File: src/rtl/muldiv_seq.sv
// Multi-cycle MULT/MULTU/DIV/DIVU sequencer that produces the HI/LO pair for EX.
// Multiply uses a fixed-latency pipe; divide is a 32-step restoring loop.
`timescale 1ns/1ps
module muldiv_seq #(
  parameter int MUL_LAT = 2
) (
  input  logic        clk,
  input  logic        resetn,
  input  logic        start_i,
  input  logic [1:0]  op_i,
  input  logic [31:0] a_i,
  input  logic [31:0] b_i,
  input  logic        cancel_i,
  output logic        busy_o,
  output logic        stall_o,
  output logic        done_o,
  output logic [31:0] hi_o,
  output logic [31:0] lo_o
);

  typedef enum logic [1:0] {
    S_IDLE,
    S_MUL,
    S_DIV,
    S_DONE
  } state_e;

  localparam logic [5:0] MUL_LAST = 6'(MUL_LAT);
  localparam logic [5:0] DIV_LAST = 6'd32;

  state_e      state_q, state_d;
  logic [5:0]  cnt_q, cnt_d;
  logic [1:0]  op_q, op_d;
  logic [31:0] a_q, a_d;
  logic [31:0] b_q, b_d;
  logic [63:0] rq_q, rq_d;
  logic [31:0] hi_q, hi_d;
  logic [31:0] lo_q, lo_d;

  logic        signed_op;
  logic [31:0] a_in_mag;
  logic [31:0] b_mag;
  logic [63:0] a_ext;
  logic [63:0] b_ext;
  logic [63:0] mul_prod;
  logic [32:0] trial;
  logic        fits;
  logic [31:0] quo;
  logic [31:0] rem;

  assign signed_op = ~op_q[0];
  assign a_in_mag  = (~op_i[0] & a_i[31]) ? (32'd0 - a_i) : a_i;
  assign b_mag     = (signed_op & b_q[31]) ? (32'd0 - b_q) : b_q;

  // Low 64 bits of a 64x64 product of the extended operands equal the exact
  // signed (or unsigned) 32x32 product.
  assign a_ext    = {{32{signed_op & a_q[31]}}, a_q};
  assign b_ext    = {{32{signed_op & b_q[31]}}, b_q};
  assign mul_prod = a_ext * b_ext;

  // Shifted remainder is 33 bits; its MSB set means the divisor always fits.
  assign trial = rq_q[63:31] - {1'b0, b_mag};
  assign fits  = rq_q[63] | ~trial[32];
  assign quo   = rq_q[31:0];
  assign rem   = rq_q[63:32];

  always_comb begin
    // NOTE: every variable gets a default first, so no branch can infer a latch.
    state_d = state_q;
    cnt_d   = cnt_q;
    op_d    = op_q;
    a_d     = a_q;
    b_d     = b_q;
    rq_d    = rq_q;
    hi_d    = hi_q;
    lo_d    = lo_q;

    unique case (state_q)
      S_IDLE: begin
        cnt_d = 6'd0;
        if (start_i && !cancel_i) begin
          op_d    = op_i;
          a_d     = a_i;
          b_d     = b_i;
          rq_d    = {32'd0, a_in_mag};
          state_d = op_i[1] ? S_DIV : S_MUL;
        end
      end

      S_MUL: begin
        if (cancel_i) begin
          state_d = S_IDLE;
          cnt_d   = 6'd0;
        end else begin
          if (cnt_q == 6'd0) rq_d = mul_prod;
          if (cnt_q == MUL_LAST) begin
            state_d = S_DONE;
            cnt_d   = 6'd0;
            hi_d    = rem;
            lo_d    = quo;
          end else begin
            cnt_d = cnt_q + 6'd1;
          end
        end
      end

      S_DIV: begin
        if (cancel_i) begin
          state_d = S_IDLE;
          cnt_d   = 6'd0;
        end else if (cnt_q == DIV_LAST) begin
          state_d = S_DONE;
          cnt_d   = 6'd0;
          if (b_q == 32'd0) begin
            hi_d = a_q;
            lo_d = 32'hFFFF_FFFF;
          end else if (signed_op) begin
            lo_d = (a_q[31] ^ b_q[31]) ? (32'd0 - quo) : quo;
            hi_d = a_q[31] ? (32'd0 - rem) : rem;
          end else begin
            hi_d = rem;
            lo_d = quo;
          end
        end else begin
          cnt_d = cnt_q + 6'd1;
          rq_d  = fits ? {trial[31:0], rq_q[30:0], 1'b1} : {rq_q[62:0], 1'b0};
        end
      end

      S_DONE: begin
        state_d = S_IDLE;
        cnt_d   = 6'd0;
      end

      default: state_d = S_IDLE;
    endcase
  end

  // NOTE: every register, datapath included, is reset; the block is small and
  // a defined post-reset HI/LO is observable.
  always_ff @(posedge clk or negedge resetn) begin
    if (!resetn) begin
      state_q <= S_IDLE;
      cnt_q   <= 6'd0;
      op_q    <= 2'd0;
      a_q     <= 32'd0;
      b_q     <= 32'd0;
      rq_q    <= 64'd0;
      hi_q    <= 32'd0;
      lo_q    <= 32'd0;
    end else begin
      // NOTE: non-blocking assignments so all state updates see pre-edge values.
      state_q <= state_d;
      cnt_q   <= cnt_d;
      op_q    <= op_d;
      a_q     <= a_d;
      b_q     <= b_d;
      rq_q    <= rq_d;
      hi_q    <= hi_d;
      lo_q    <= lo_d;
    end
  end

  assign busy_o  = (state_q != S_IDLE);
  assign done_o  = (state_q == S_DONE) & ~cancel_i;
  assign stall_o = busy_o & ~done_o;
  assign hi_o    = hi_q;
  assign lo_o    = lo_q;

endmodule

File: config.mk
export PLATFORM = sky130hd
export DESIGN_NAME = muldiv_seq
export DESIGN_NICKNAME = d
export VERILOG_FILES = /design/src/rtl/muldiv_seq.sv
export SDC_FILE = /design/constraint.sdc
export NUM_CORES = 2
export LEC_CHECK = 0
export CAP_MARGIN = 5
export CORE_UTILIZATION = 40
export CTS_BUF_LIST = sky130_fd_sc_hd__clkbuf_4 sky130_fd_sc_hd__clkbuf_8
export DETAILED_ROUTE_END_ITERATION = 16
export SYNTH_ARGS = -nofsm -noshare
export SYNTH_HDL_FRONTEND = slang
export SYNTH_SLANG_ARGS = --single-unit
File: constraint.sdc
create_clock -name clk -period 8.3 [get_ports clk]
set_input_delay 0.83 -clock clk [delete_from_list [all_inputs] [get_ports clk]]
set_output_delay 0.83 -clock clk [all_outputs]
set_load 0.01 [all_outputs]
== Word-level counts from Yosys, hierarchy flattened ==
Index checks and enable logic that the tools add are counted.
W data, S select, Z words.

* Reduce and logical (&&, ||, !) cells: 13
* Bitwise operators: 12
* Mux-type cells: 37
* Eq/ne operators: 14
* $add $sub $neg: 6
* Multipliers: 1

{| class="wikitable"
|+ Operator list
! cell !! number
|-
| $mux W32 || 16
|-
| $mux W64 || 6
|-
| $pmux W64 S3 || 1
|-
| $pmux W32 S2 || 2
|-
| $sub A1 B32 Y32 const A || 4
|-
| $mul A33 B33 Y64 || 1
|-
| $sub A33 B32 Y33 || 1
|-
| $logic_not A32 Y1 || 1
|-
| $mux W6 || 4
|-
| $pmux W6 S3 || 1
|-
| $ne A2 B2 Y1 const B || 7
|-
| $mux W2 || 6
|-
| $pmux W2 S4 || 1
|-
| $add A6 B1 Y6 const B || 1
|-
| $eq A6 B2 Y1 const B || 1
|-
| $eq A6 B6 Y1 const B || 1
|-
| $logic_not A6 Y1 || 1
|-
| $ne A3 B3 Y1 const B || 2
|-
| $reduce_and A6 Y1 || 1
|-
| $and A1 B1 Y1 || 5
|-
| $not A1 Y1 || 5
|-
| $reduce_and A5 Y1 || 1
|-
| $eq A2 B2 Y1 const B || 2
|-
| $reduce_bool A2 Y1 || 2
|-
| other kinds (10) || 10
|}

* Logic and storage cells: 91
* Flip-flop bits (word level): 201

== Longest topological paths before layout ==
* Depth in word-level cells: 10
* Gate-level depth with buffers: 32

== Least setup slack after synthesis ==
OpenSTA, ideal clock, no wires.

* Path type: register to register
* Start point: reg a_q[31]
* End point: reg rq_q[58]
* Cell stages (with the launch flop): 31
* Data required time: 8.169 ns
* Arrival time: 8.325 ns
* Path buffers: 3
* Setup time: 0.131 ns
* Slack: -0.156 ns
* Path through: dfrtp_1 clkbuf_1 nor2b_1 clkbuf_1 clkbuf_1 nand2_1 inv_1 fa_1 inv_1 fa_1 inv_1 fa_1 fa_1 inv_1 fa_1 inv_1 fa_1 inv_1 fa_1 fa_1 inv_1 ha_1 nand2_1 nand2b_1 a21o_1 a21o_1 a2111oi_0 a21oi_1 a311o_1 a32oi_1 o21ai_1

* Word-level cells in the longest chain between the ends: 5

{| class="wikitable"
|+ RTL lines
! what !! RTL line !! RTL
|-
| start, declared || 34 || <nowiki>logic [31:0] a_q, a_d;</nowiki>
|-
| start signal, assigned || 146 || <nowiki>a_q <= 32'd0;</nowiki>
|-
| start signal, assigned || 156 || <nowiki>a_q <= a_d;</nowiki>
|-
| $and A1 B1 Y1 || 57 || <nowiki>assign a_ext = {{32{signed_op & a_q[31]}}, a_q};</nowiki>
|-
| $mul A33 B33 Y64 * || 59 || <nowiki>assign mul_prod = a_ext * b_ext;</nowiki>
|-
| $mux W64 * || 95 || <nowiki>if (cnt_q == 6'd0) rq_d = mul_prod;</nowiki>
|-
| $mux W64 * || 91 || <nowiki>if (cancel_i) begin</nowiki>
|-
| $pmux W64 S3 * || 78 || <nowiki>unique case (state_q)</nowiki>
|-
| end signal, assigned || 158 || <nowiki>rq_q <= rq_d;</nowiki>
|-
| end, declared || 36 || <nowiki>logic [63:0] rq_q, rq_d;</nowiki>
|}

Every way passes the cells marked *; elsewhere a longest branch is shown, timed or not. The select of a mux whose other input is x is not followed.
A chain may end at the register's enable or synchronous reset.

== Final worst setup path ==
* Start point: reg b_q[0]
* End point: reg rq_q[57]

* Word-level cells in the longest chain between the ends: 9
* Elaborated cells on any way between the ends: 12
* Those cells by class: 2 x add/sub; 1 x mul; 7 x mux; 2 x bitwise

{| class="wikitable"
|+ RTL lines
! what !! RTL line !! RTL
|-
| start, declared || 35 || <nowiki>logic [31:0] b_q, b_d;</nowiki>
|-
| start signal, assigned || 147 || <nowiki>b_q <= 32'd0;</nowiki>
|-
| start signal, assigned || 157 || <nowiki>b_q <= b_d;</nowiki>
|-
| $sub A1 B32 Y32 || 53 || <nowiki>assign b_mag = (signed_op & b_q[31]) ? (32'd0 - b_q) : b_q;</nowiki>
|-
| $mux W32 || 53 ||
|-
| $sub A33 B32 Y33 || 62 || <nowiki>assign trial = rq_q[63:31] - {1'b0, b_mag};</nowiki>
|-
| $not A1 Y1 || 63 || <nowiki>assign fits = rq_q[63] | ~trial[32];</nowiki>
|-
| $or A1 B1 Y1 || 63 ||
|-
| $mux W64 || 126 || <nowiki>rq_d = fits ? {trial[31:0], rq_q[30:0], 1'b1} : {rq_q[62:0], 1'b0};</nowiki>
|-
| $mux W64 || 111 || <nowiki>end else if (cnt_q == DIV_LAST) begin</nowiki>
|-
| $mux W64 || 108 || <nowiki>if (cancel_i) begin</nowiki>
|-
| $pmux W64 S3 * || 78 ||
|}

Marked as above.

==> results_dict.tcl <==
set metrics [dict create \
    outcome "completed" \
    cap_violations 0 \
    skew_ns 0.0502 \
    final_util_pct 44.9 \
    core_area_um2 126000 \
    wl_per_cell_um 21.3 \
    top_layer_used "met4" \
    nets 7226 \
    fillCellCount 12400 \
    yosys_warnings 0 \
    wl_met1_um 65900 \
    yosysTopAreaCell "fa_1" \
    synth_area_leaders "fa_1 44%, dfrtp_1 9.8%, inv_1 8.5%, nand2_1 6.6%, ha_1 6.2%" \
    r2r-end "rq_q[57]$_DFFE_PN0P_" \
    critPathArrivalTime_ns 8.53 \
    synthArstFlopShare_pct 100 \
    syn-cell-area_um2 51300 \
    cts_buffers 41 \
    synth_top_area_share_pct 44.0 \
    finalMaxSlewViolations 0 \
    io_pins 137 \
    clk_path_buf_depth 3 \
    rows 130 \
    routed-via-count 39700 \
    hpwl_um 129000 \
    required_ns 8.76 \
    max_freq_mhz 124 \
    dp.cells 7373 \
    pre_cts_slack_ns -0.0447 \
    first_global_vias 41900 \
    yosysSeqAreaShare_pct 9.81 \
    seqCellArea_um2 5040 \
    hp-class "input port to asynchronous set/reset pin" \
    worst_pin_slew_ns 1.13 \
    area_growth_pct 10.6 \
    grt_antenna_before_repair 1 \
    synth_edf_count 0 \
    clk_pin_slew_ns 0.06 \
    cp-start-kind "flop" \
    fin_cells 7456 \
    setup_violations 0 \
    dr.pass1.iters 6 \
    rsz0062_at_grt "true" \
    die-area_um2 130000 \
    hold_violations 0 \
    crit_fanout 21 \
    endpoint_kind "flop" \
    timing.rr.start "b_q[0]$_DFFE_PN0P_" \
    htreeDepth 2 \
    drive_above_1_share_pct 7.82 \
    postCtsHoldBufs 0 \
    initial_core_util_pct 40.6 \
    fin_hold_ws_ns 0.204 \
    postSynthAreaPerCell_um2 8.94 \
    grt_pass1_wl_um 250000 \
    wl_met2_um 77000 \
    met3RoutedLength_um 9660 \
    reg2reg_slack_ns 0.23 \
    min_period_over_period_pct 97.2 \
    cts-root-buf "clkbuf_8" \
    remaining_drc_errors 0 \
    tritoncts "done" \
    synthCells 5734 \
    overflow 0 \
    die_h_um 360 \
    ys_ff_latch 201 \
    io_buffers 136 \
    multiInputGateArea_um2 40800 \
    clock-sinks 201 \
    ant_nets 0 \
    grt_start_max_net_pins 89 \
    gp_congestion 0.934 \
    yosysUniqueCellTypes 86 \
    drtIter0Drc 2991 \
    yosys_most_used_dff "dfrtp_1" \
    fp.dieW_um 360 \
    slew_headroom_pct 24.4 \
    finalWirelength_um 159000 \
    worstRegToRegCells 26 \
    via_per_inst 5.32 \
    syn-num-nets 7186 \
    clock_latency_ns 0.63 \
    layout_min_cycle_time_ns 8.07 \
    grt_usage_pct 25.0 \
    path_class "flop to flop" \
    finalWorstSetupSlack_ns 0.232 \
]
## worst max-delay path by stage
| stage | from | end | slack, ns |
|---|---|---|---|
| after floorplan | a_q[31]$_DFFE_PN0P_ | rq_q[62]$_DFFE_PN0P_ | 0.04 |
| after detailed placement | op_q[0]$_DFFE_PN0P_ | rq_q[62]$_DFFE_PN0P_ | -0.04 |
| after global routing | a_q[31]$_DFFE_PN0P_ | rq_q[62]$_DFFE_PN0P_ | -0.03 |
| after CTS | a_q[23]$_DFFE_PN0P_ | rq_q[45]$_DFFE_PN0P_ | 0.01 |
| final | b_q[0]$_DFFE_PN0P_ | rq_q[57]$_DFFE_PN0P_ | 0.23 |
| after global placement | a_q[20]$_DFFE_PN0P_ | rq_q[40]$_DFFE_PN0P_ | -0.05 |
## cell usage in the layout, fill, tap and decap left out, types with 18 or more instances in the layout
cell type        instances
buf_12                  37
o31ai_1                 35
fa_1                  1121
buf_4                  189
ha_1                   250
and2_1                 369
nand3_1                 32
nand2b_1                31
clkbuf_8                49
o21a_1                  18
nand2_1                903
nor3_1                  29
nor2_1                 201
o21ai_0                152
clkdlybuf4s50_1        135
mux2i_1                 18
mux2_2                  63
a221oi_1                30
inv_1                 1155
dfrtp_1                196
xor2_1                  71
a21oi_1                161
xnor2_1                120
a22oi_1                 28
a21o_1                  66
## worst max-delay path, stage by stage, from the launching register on
cell and delay (ns):
dfrtp_1 0.38, buf_4 0.23, and2_1 0.21, fa_1 0.53, inv_1 0.05, fa_1 0.53
inv_1 0.05, fa_1 0.48, inv_1 0.06, fa_1 0.56, fa_1 0.44, fa_1 0.51
fa_1 0.50, inv_1 0.05, fa_1 0.46, ha_1 0.34, nand3_1 0.12, or3_1 0.38
a211oi_2 0.20, a211o_1 0.21, a311oi_4 0.15, buf_4 0.19, or4b_1 0.56, a21oi_2 0.27
a21boi_1 0.11, xor2_1 0.20, o221ai_1 0.13
## synthesized netlist by cell type (32+ instances only)
cell type,count
nor2_1,203
mux2_2,63
and2_1,369
nand3_1,32
buf_1,38
ha_1,256
xor2_1,73
dfrtp_1,201
a21oi_1,164
inv_1,1157
o31ai_1,37
fa_1,1126
nand2_1,904
clkbuf_1,323
xnor2_1,122
a21o_1,66
o21ai_0,153
## timing repair
| item | in CTS | in global routing |
|---|---|---|
| setup buffers | 3 | 5 |
| gates cloned | 0 | 0 |
| setup endpoints to repair | 3 | 22 |
| pin swaps | 0 | 13 |
| resized for setup | 4 | 49 |
## per-layer routing
| layer | GRT usage (%) | up-vias |
|---|---|---|
| met2 | 42.0 | 1345 |
| met3 | 2.97 | 286 |
| met1 | 33.3 | 20700 |
| met4 | 8.59 | 0 |
| li1 | - | 17400 |
| met5 | 0 | - |
## state kept, by name (all words and copies together) (netlist names)
signal and count:
lo_o 32, hi_o 32, cnt_q 6, state_q 2, op_q 1, b_q 32
a_q 32, rq_q 64
## stage by stage
stage	setup TNS (ns)	cell area (um2)
floorplan	0	51300
global placement	-0.0494	55500
detailed placement	-0.0702	55500
CTS	0	56400
global route	-0.0530	56700
finish	0	56700
## layout make-up
| cell class | instances | area share, % |
|---|---|---|
| multi-input cells | 4007 | 71.9 |
| flip-flops and latches | 201 | 8.88 |
| inverters | 1157 | 7.67 |
| repair buffers | 366 | 6.30 |
| well taps | 1650 | 3.64 |
| clock buffers | 59 | 1.32 |
| clock inverters | 14 | 0.304 |
| diodes | 2 | 0.00883 |
## cell families (layout without fill, tap and decap cells)
group / count (synthesis) / in the layout / share of synthesized area, %
AND/OR/NAND/NOR: 1688 / 1688 / 15.3
buffers and inverters: 1526 / 1596 / 11.2
adder cells (fa/ha/maj): 1382 / 1382 / 50.2
AO/OA/AOI/OAI: 661 / 661 / 8.37
flip-flops: 201 / 201 / 9.81
XOR/XNOR: 195 / 195 / 3.33
multiplexers: 81 / 81 / 1.74
other: 0 / 2 / 0
Power is left out: the tool's default activity adds up to more than one toggle a clock period on the data nets, which glitch-free logic cannot reach.
